`src/rtl/mult_operand_driver.sv`:
```
// rtl/mult_operand_driver.sv - operand FIFO and start/done sequencer for the 8x8 sequential multiplier
// Optional RUN watchdog enabled by defining MULT_DRV_TIMEOUT_EN.
module mult_operand_driver #(
    parameter int FIFO_DEPTH = 2
`ifdef MULT_DRV_TIMEOUT_EN
    ,
    parameter int TIMEOUT    = 8
`endif
) (
    input  logic        clk,
    input  logic        reset_a,
    input  logic        in_valid,
    output logic        in_ready,
    input  logic [7:0]  in_a,
    input  logic [7:0]  in_b,
    output logic        start,
    output logic [7:0]  dataa,
    output logic [7:0]  datab,
    input  logic        done,
    input  logic [2:0]  state_in,
    input  logic [15:0] product,
    output logic        out_valid,
    input  logic        out_ready,
    output logic [15:0] out_product,
    output logic        out_err,
    output logic        busy
);

    localparam int PTR_W = $clog2(FIFO_DEPTH);
    localparam int CNT_W = PTR_W + 1;
    localparam logic [CNT_W-1:0] DEPTH_C = CNT_W'(FIFO_DEPTH);
    localparam logic [2:0] MULT_ERR_STATE = 3'b101;

    typedef enum logic [1:0] {
        S_IDLE,
        S_START,
        S_RUN,
        S_HOLD
    } state_t;

    state_t state, state_nxt;

    logic [7:0]       mem_a [FIFO_DEPTH];
    logic [7:0]       mem_b [FIFO_DEPTH];
    logic [PTR_W-1:0] wr_ptr, rd_ptr;
    logic [CNT_W-1:0] count;
    logic             fifo_empty;
    logic             push, pop;

    logic             start_nxt;
    logic             out_valid_nxt;
    logic [15:0]      out_product_nxt;
    logic             out_err_nxt;

`ifdef MULT_DRV_TIMEOUT_EN
    localparam logic [3:0] WD_LAST = 4'(TIMEOUT - 1);
    logic [3:0] wd, wd_nxt;
`endif

    // in_ready comes from the registered count only, so a pop never frees a slot in the same cycle
    assign in_ready   = (count != DEPTH_C);
    assign fifo_empty = (count == '0);
    assign push       = in_valid & in_ready;
    assign busy       = (state != S_IDLE);

    always_ff @(posedge clk) begin
        if (push) begin
            mem_a[wr_ptr] <= in_a;
            mem_b[wr_ptr] <= in_b;
        end
    end

    always_ff @(posedge clk or negedge reset_a) begin
        if (!reset_a) begin
            wr_ptr <= '0;
            rd_ptr <= '0;
            count  <= '0;
        end else begin
            if (push) wr_ptr <= wr_ptr + PTR_W'(1);
            if (pop)  rd_ptr <= rd_ptr + PTR_W'(1);
            case ({push, pop})
                2'b10:   count <= count + CNT_W'(1);
                2'b01:   count <= count - CNT_W'(1);
                default: count <= count;
            endcase
        end
    end

    always_comb begin
        state_nxt       = state;
        start_nxt       = 1'b0;
        pop             = 1'b0;
        out_valid_nxt   = out_valid;
        out_product_nxt = out_product;
        out_err_nxt     = out_err;
`ifdef MULT_DRV_TIMEOUT_EN
        wd_nxt          = wd;
`endif
        case (state)
            S_IDLE: begin
                if (!fifo_empty) begin
                    pop       = 1'b1;
                    start_nxt = 1'b1;
                    state_nxt = S_START;
                end
            end
            S_START: begin
`ifdef MULT_DRV_TIMEOUT_EN
                wd_nxt    = 4'd0;
`endif
                state_nxt = S_RUN;
            end
            S_RUN: begin
                // done wins over a simultaneous error state from the multiplier control
                if (done) begin
                    out_product_nxt = product;
                    out_err_nxt     = 1'b0;
                    out_valid_nxt   = 1'b1;
                    state_nxt       = S_HOLD;
                end else if (state_in == MULT_ERR_STATE) begin
                    out_product_nxt = 16'h0000;
                    out_err_nxt     = 1'b1;
                    out_valid_nxt   = 1'b1;
                    state_nxt       = S_HOLD;
                end
`ifdef MULT_DRV_TIMEOUT_EN
                else if (wd == WD_LAST) begin
                    out_product_nxt = 16'h0000;
                    out_err_nxt     = 1'b1;
                    out_valid_nxt   = 1'b1;
                    state_nxt       = S_HOLD;
                end else begin
                    wd_nxt = wd + 4'd1;
                end
`endif
            end
            S_HOLD: begin
                if (out_ready) begin
                    out_valid_nxt = 1'b0;
                    if (!fifo_empty) begin
                        pop       = 1'b1;
                        start_nxt = 1'b1;
                        state_nxt = S_START;
                    end else begin
                        state_nxt = S_IDLE;
                    end
                end
            end
            default: state_nxt = S_IDLE;
        endcase
    end

    always_ff @(posedge clk or negedge reset_a) begin
        if (!reset_a) begin
            state       <= S_IDLE;
            start       <= 1'b0;
            dataa       <= 8'h00;
            datab       <= 8'h00;
            out_valid   <= 1'b0;
            out_product <= 16'h0000;
            out_err     <= 1'b0;
`ifdef MULT_DRV_TIMEOUT_EN
            wd          <= 4'd0;
`endif
        end else begin
            state       <= state_nxt;
            start       <= start_nxt;
            out_valid   <= out_valid_nxt;
            out_product <= out_product_nxt;
            out_err     <= out_err_nxt;
`ifdef MULT_DRV_TIMEOUT_EN
            wd          <= wd_nxt;
`endif
            if (pop) begin
                dataa <= mem_a[rd_ptr];
                datab <= mem_b[rd_ptr];
            end
        end
    end

endmodule

```
`config.mk`:
```
export PLATFORM = sky130hd
export DESIGN_NAME = mult_operand_driver
export DESIGN_NICKNAME = d
export VERILOG_FILES = /design/src/rtl/mult_operand_driver.sv
export SDC_FILE = /design/constraint.sdc
export NUM_CORES = 1
export LEC_CHECK = 0
export ABC_AREA = 1
export CAP_MARGIN = 20
export CORE_MARGIN = 1
export CORE_UTILIZATION = 43
export DETAILED_ROUTE_END_ITERATION = 12
export HOLD_SLACK_MARGIN = 0.03
export PLACE_DENSITY = 0.74
export SYNTH_ARGS = -nofsm -noshare
export SYNTH_HDL_FRONTEND = slang
export SYNTH_SLANG_ARGS = --single-unit
```
`constraint.sdc`:
```
create_clock -name clk -period 1.8 [get_ports clk]
set_input_delay 0.54 -clock clk [delete_from_list [all_inputs] [get_ports clk]]
set_output_delay 0.54 -clock clk [all_outputs]
set_load 0.01 [all_outputs]
```
==> metrics.md, run 1 <==
| Metric | Value |
|---|---|
| Status | `finished with violations` |
| Failing checks | `DRC` |
| CP Class | `flip-flop to primary output` |
| Core area | `6460 µm²` |
| Max clock buf depth | `2` |
| Slowest Stage Delay on Critical Path | `0.54 ns` |
| Worst Path Buf+Inv | `1` |
| Dpl ws | `-0.242 ns` |
| Crit path max fanout | `2` |
| Critical path startpoint category | `flip-flop` |
| Gp weighted congestion | `~0.7` |
| Worst Tran Pin Value | `a little over 0.5 ns` |
| Diodes inserted | `0` |
| Worst hold slack | `approximately 0.25 ns` |
| Unique cell type count in the Yosys netlist | `24` |
| TritonCTS clock tree | `done` |
| Fin crit share | `between 90% and 100%` |
| Max VDD drop | `approximately 0.8 mV` |
| Max_cap viols | `0` |
| I/O Pins | `77` |
| Initial antenna violation count | `0` |
| Yosys top cell by area | `dfrtp_1` |
| Syn_area_per_cell | `about 12 µm²` |
| CTS H-tree depth | `3` |
| Residual DRC | `16` |
| Height of the die | `roughly 84 µm` |
| Final Util | `roughly 64%` |
| FF+latch count, synth | `73` |
| Setup violators final | `0` |
| Total Power | `a little under 7 mW` |
| Top cell type's share of synthesized area | `between 30% and 40%` |
| Layout cell share with drive strength beyond 1 | `between 20% and 30%` |
| Cell Pwr Density | `1690 nW/µm²` |
| Final global-route overflow total | `0` |
| Via count | `1991` |
| Die area | `7110 µm²` |
| Global-route wire length before repair | `9030 µm` |
| # nets final | `slightly below 400` |
| Syn nets | `just under 300` |
| Initial DRC Count | `73` |
| Synth area leaders | `dfrtp_1, edfxtp_1, nand2_1` |
| Rows | `29` |
| Worst clock skew | `~0.011 ns` |
| Delay-heaviest family, CP | `buffers and inverters` |
| Clock Tree Root | `clkbuf_8` |
| Setup TNS | `0 ns` |
| Multi-input logic area | `about 860 µm²` |
| Wire per inst | `about 13 µm` |
| Slew headroom | `about two thirds` |
| Post-CTS Hold Buffers | `0` |
| Register area share after synthesis | `about 70%` |
| DR pass1 iterations | `8` |
| Worst hold path type | `primary input to asynchronous set/reset pin` |
| Vias per cell | `4.65` |
| RSZ-0062 raised after global routing | `no` |
| Critical path cell sequence | `clkdlybuf4s50_1` |
| Final WS setup | `between 0.03 and 0.04 ns` |
| Final min period | `approximately 1.8 ns` |
| Antenna Nets Post-Route | `0` |
| Port bufs | `76` |
| Worst setup EP type | `primary output` |
| Clock sink count | `73` |
| Die X | `roughly 84 µm` |
| TritonCTS buffer count | `9` |
| Post-Synthesis Cell Area | `approximately 2900 µm²` |
| Crit-path slowest cell | `clkdlybuf4s50_1` |
| Sequential cell area | `~2000 µm²` |
| Leakage | `2.02 nW` |
| Yosys warns | `0` |
| Reg clk slew, reported paths | `roughly 0.080 ns` |
| Total track usage | `between 10% and 20%` |
| Worst-skew pair later-pin latency | `between 0.3 and 0.4 ns` |
| Required time of the critical path | `1.26 ns` |
| Final WL | `between 5000 and 6000 µm` |
| Vias in the first global route | `between 2k and 2.5k` |
| Initial core utilization | `45.1%` |
| Hpwl dp | `between 3000 and 4000 µm` |
| Largest net degree at the start of global routing | `42` |
| Final hold vios | `0` |
| Mapped Cells | `253` |
| FMAX | `568 MHz` |
| Fillcell total | `slightly above 500` |
| Layout area overhead | `41.2%` |
| Critical path arrival | `approximately 1.2 ns` |
| Fin. max-slew vios | `0` |
-- per-stage QoR --
stage	area [µm²]	cells
after CTS	4030	426
final	4110	428
after floorplan	2930	253
after detailed placement	3830	409
after global placement	3830	409
after global routing	4110	428
-- final timing paths --
kind	start	end	slack, ns	depth (start not counted)
worst max-delay path	dataa[4]	dataa[4]	0.04	1
worst min-delay path	reset_a	start	0.25	2
worst max register to register	state[1]	count[1]	0.12	10
worst min register to register	out_product[0]	out_product[0]	0.47	2
max in group asynchronous	reset_a	out_product[3]	1.18	2
min in group clk	out_product[0]	out_product[0]	0.47	2
-- cells in the mapped netlist --
cell type	instances
buf_4	1
inv_2	1
xnor2_1	2
edfxtp_1	32
buf_6	2
dfrtp_1	41
buf_2	3
ha_1	5
clkbuf_2	1
a21oi_1	5
clkinv_1	1
o21ai_1	3
inv_1	13
or2_2	17
xor2_1	1
nand2_2	1
nor2_1	5
o21ai_0	17
nor2_2	1
o21ai_2	14
nand2_4	1
nor2_4	1
nand3_1	3
nand2_1	82
-- cell families (layout without fill, tap and decap cells) --
family / Yosys count / count (layout) / synth area share, %
and+or+nand+nor: 111 / 111 / 16.6
buffers and inverters: 22 / 120 / 3.65
adders and majority gates: 5 / 5 / 2.15
AOI/OAI and AO/OA: 39 / 39 / 8.50
DFF: 73 / 73 / 68.2
xor gates and xnor gates: 3 / 3 / 0.902
-- sequential cells by signal (all words and copies together) (netlist names) --
signal       flops
wr_ptr           1
out_product     16
mem_a           16
rd_ptr           1
count            2
datab            8
out_err          1
out_valid        1
dataa            8
state            2
mem_b           16
start            1
-- cell usage in the layout, fill, tap and decap left out, types with 4 or more instances in the layout --
cell             netlist  routed
nand2_1               82      80
clkdlybuf4s50_1        0      47
dfrtp_1               41      41
edfxtp_1              32      32
dlymetal6s2s_1         0      21
or2_2                 17      17
o21ai_0               17      17
o21ai_2               14      14
buf_4                  1      11
inv_1                 13      10
clkbuf_8               0       9
dlygate4sd2_1          0       6
inv_2                  1       4
nor2_1                 5       4
a21oi_1                5       4
-- layer usage --
metal / share of wire, % / GRT usage [%] / vias to the layer above
li1: - / - / 1011
met1: 41 / 19.1 / 923
met2: 53 / 30.0 / 51
met3: 5.3 / 3.74 / 6
met4: 1.1 / 6.58 / 0
met5: 0 / 0 / -
-- power by group --
part	internal [mW]	switching, mW	total (mW)
registers	2.38	0.310	2.69
clock network	0.645	0.597	1.24
logic	1.49	1.51	3.00
-- layout make-up --
cell class	count	share of cell area [%]
flip-flops and latches	73	48.3
repair buffers	89	22.3
multi-input cells	158	20.9
clock buffers	10	3.10
well taps	77	2.34
clock inverters	6	1.67
inverters	15	1.37
-- repair_timing --
action / 4_1_cts / 5_1_grt
buffers inserted: 1 / 2
gates resized for setup: 9 / 27
endpoints found under the setup margin: 7 / 24
(Power assumes the default switching activity.)
==> inputs of run 2 (changes only) <==
Settings changed: CORE_MARGIN 1 to not set.
==> results of run 2 <==
The final DEF is identical to that of run 1; final timing and power are the same.
==> inputs of run 3 (changes only) <==
Settings changed: GPL_ROUTABILITY_DRIVEN set to 1.
==> results of run 3 <==
The final DEF is identical to that of run 1; final timing and power are the same.
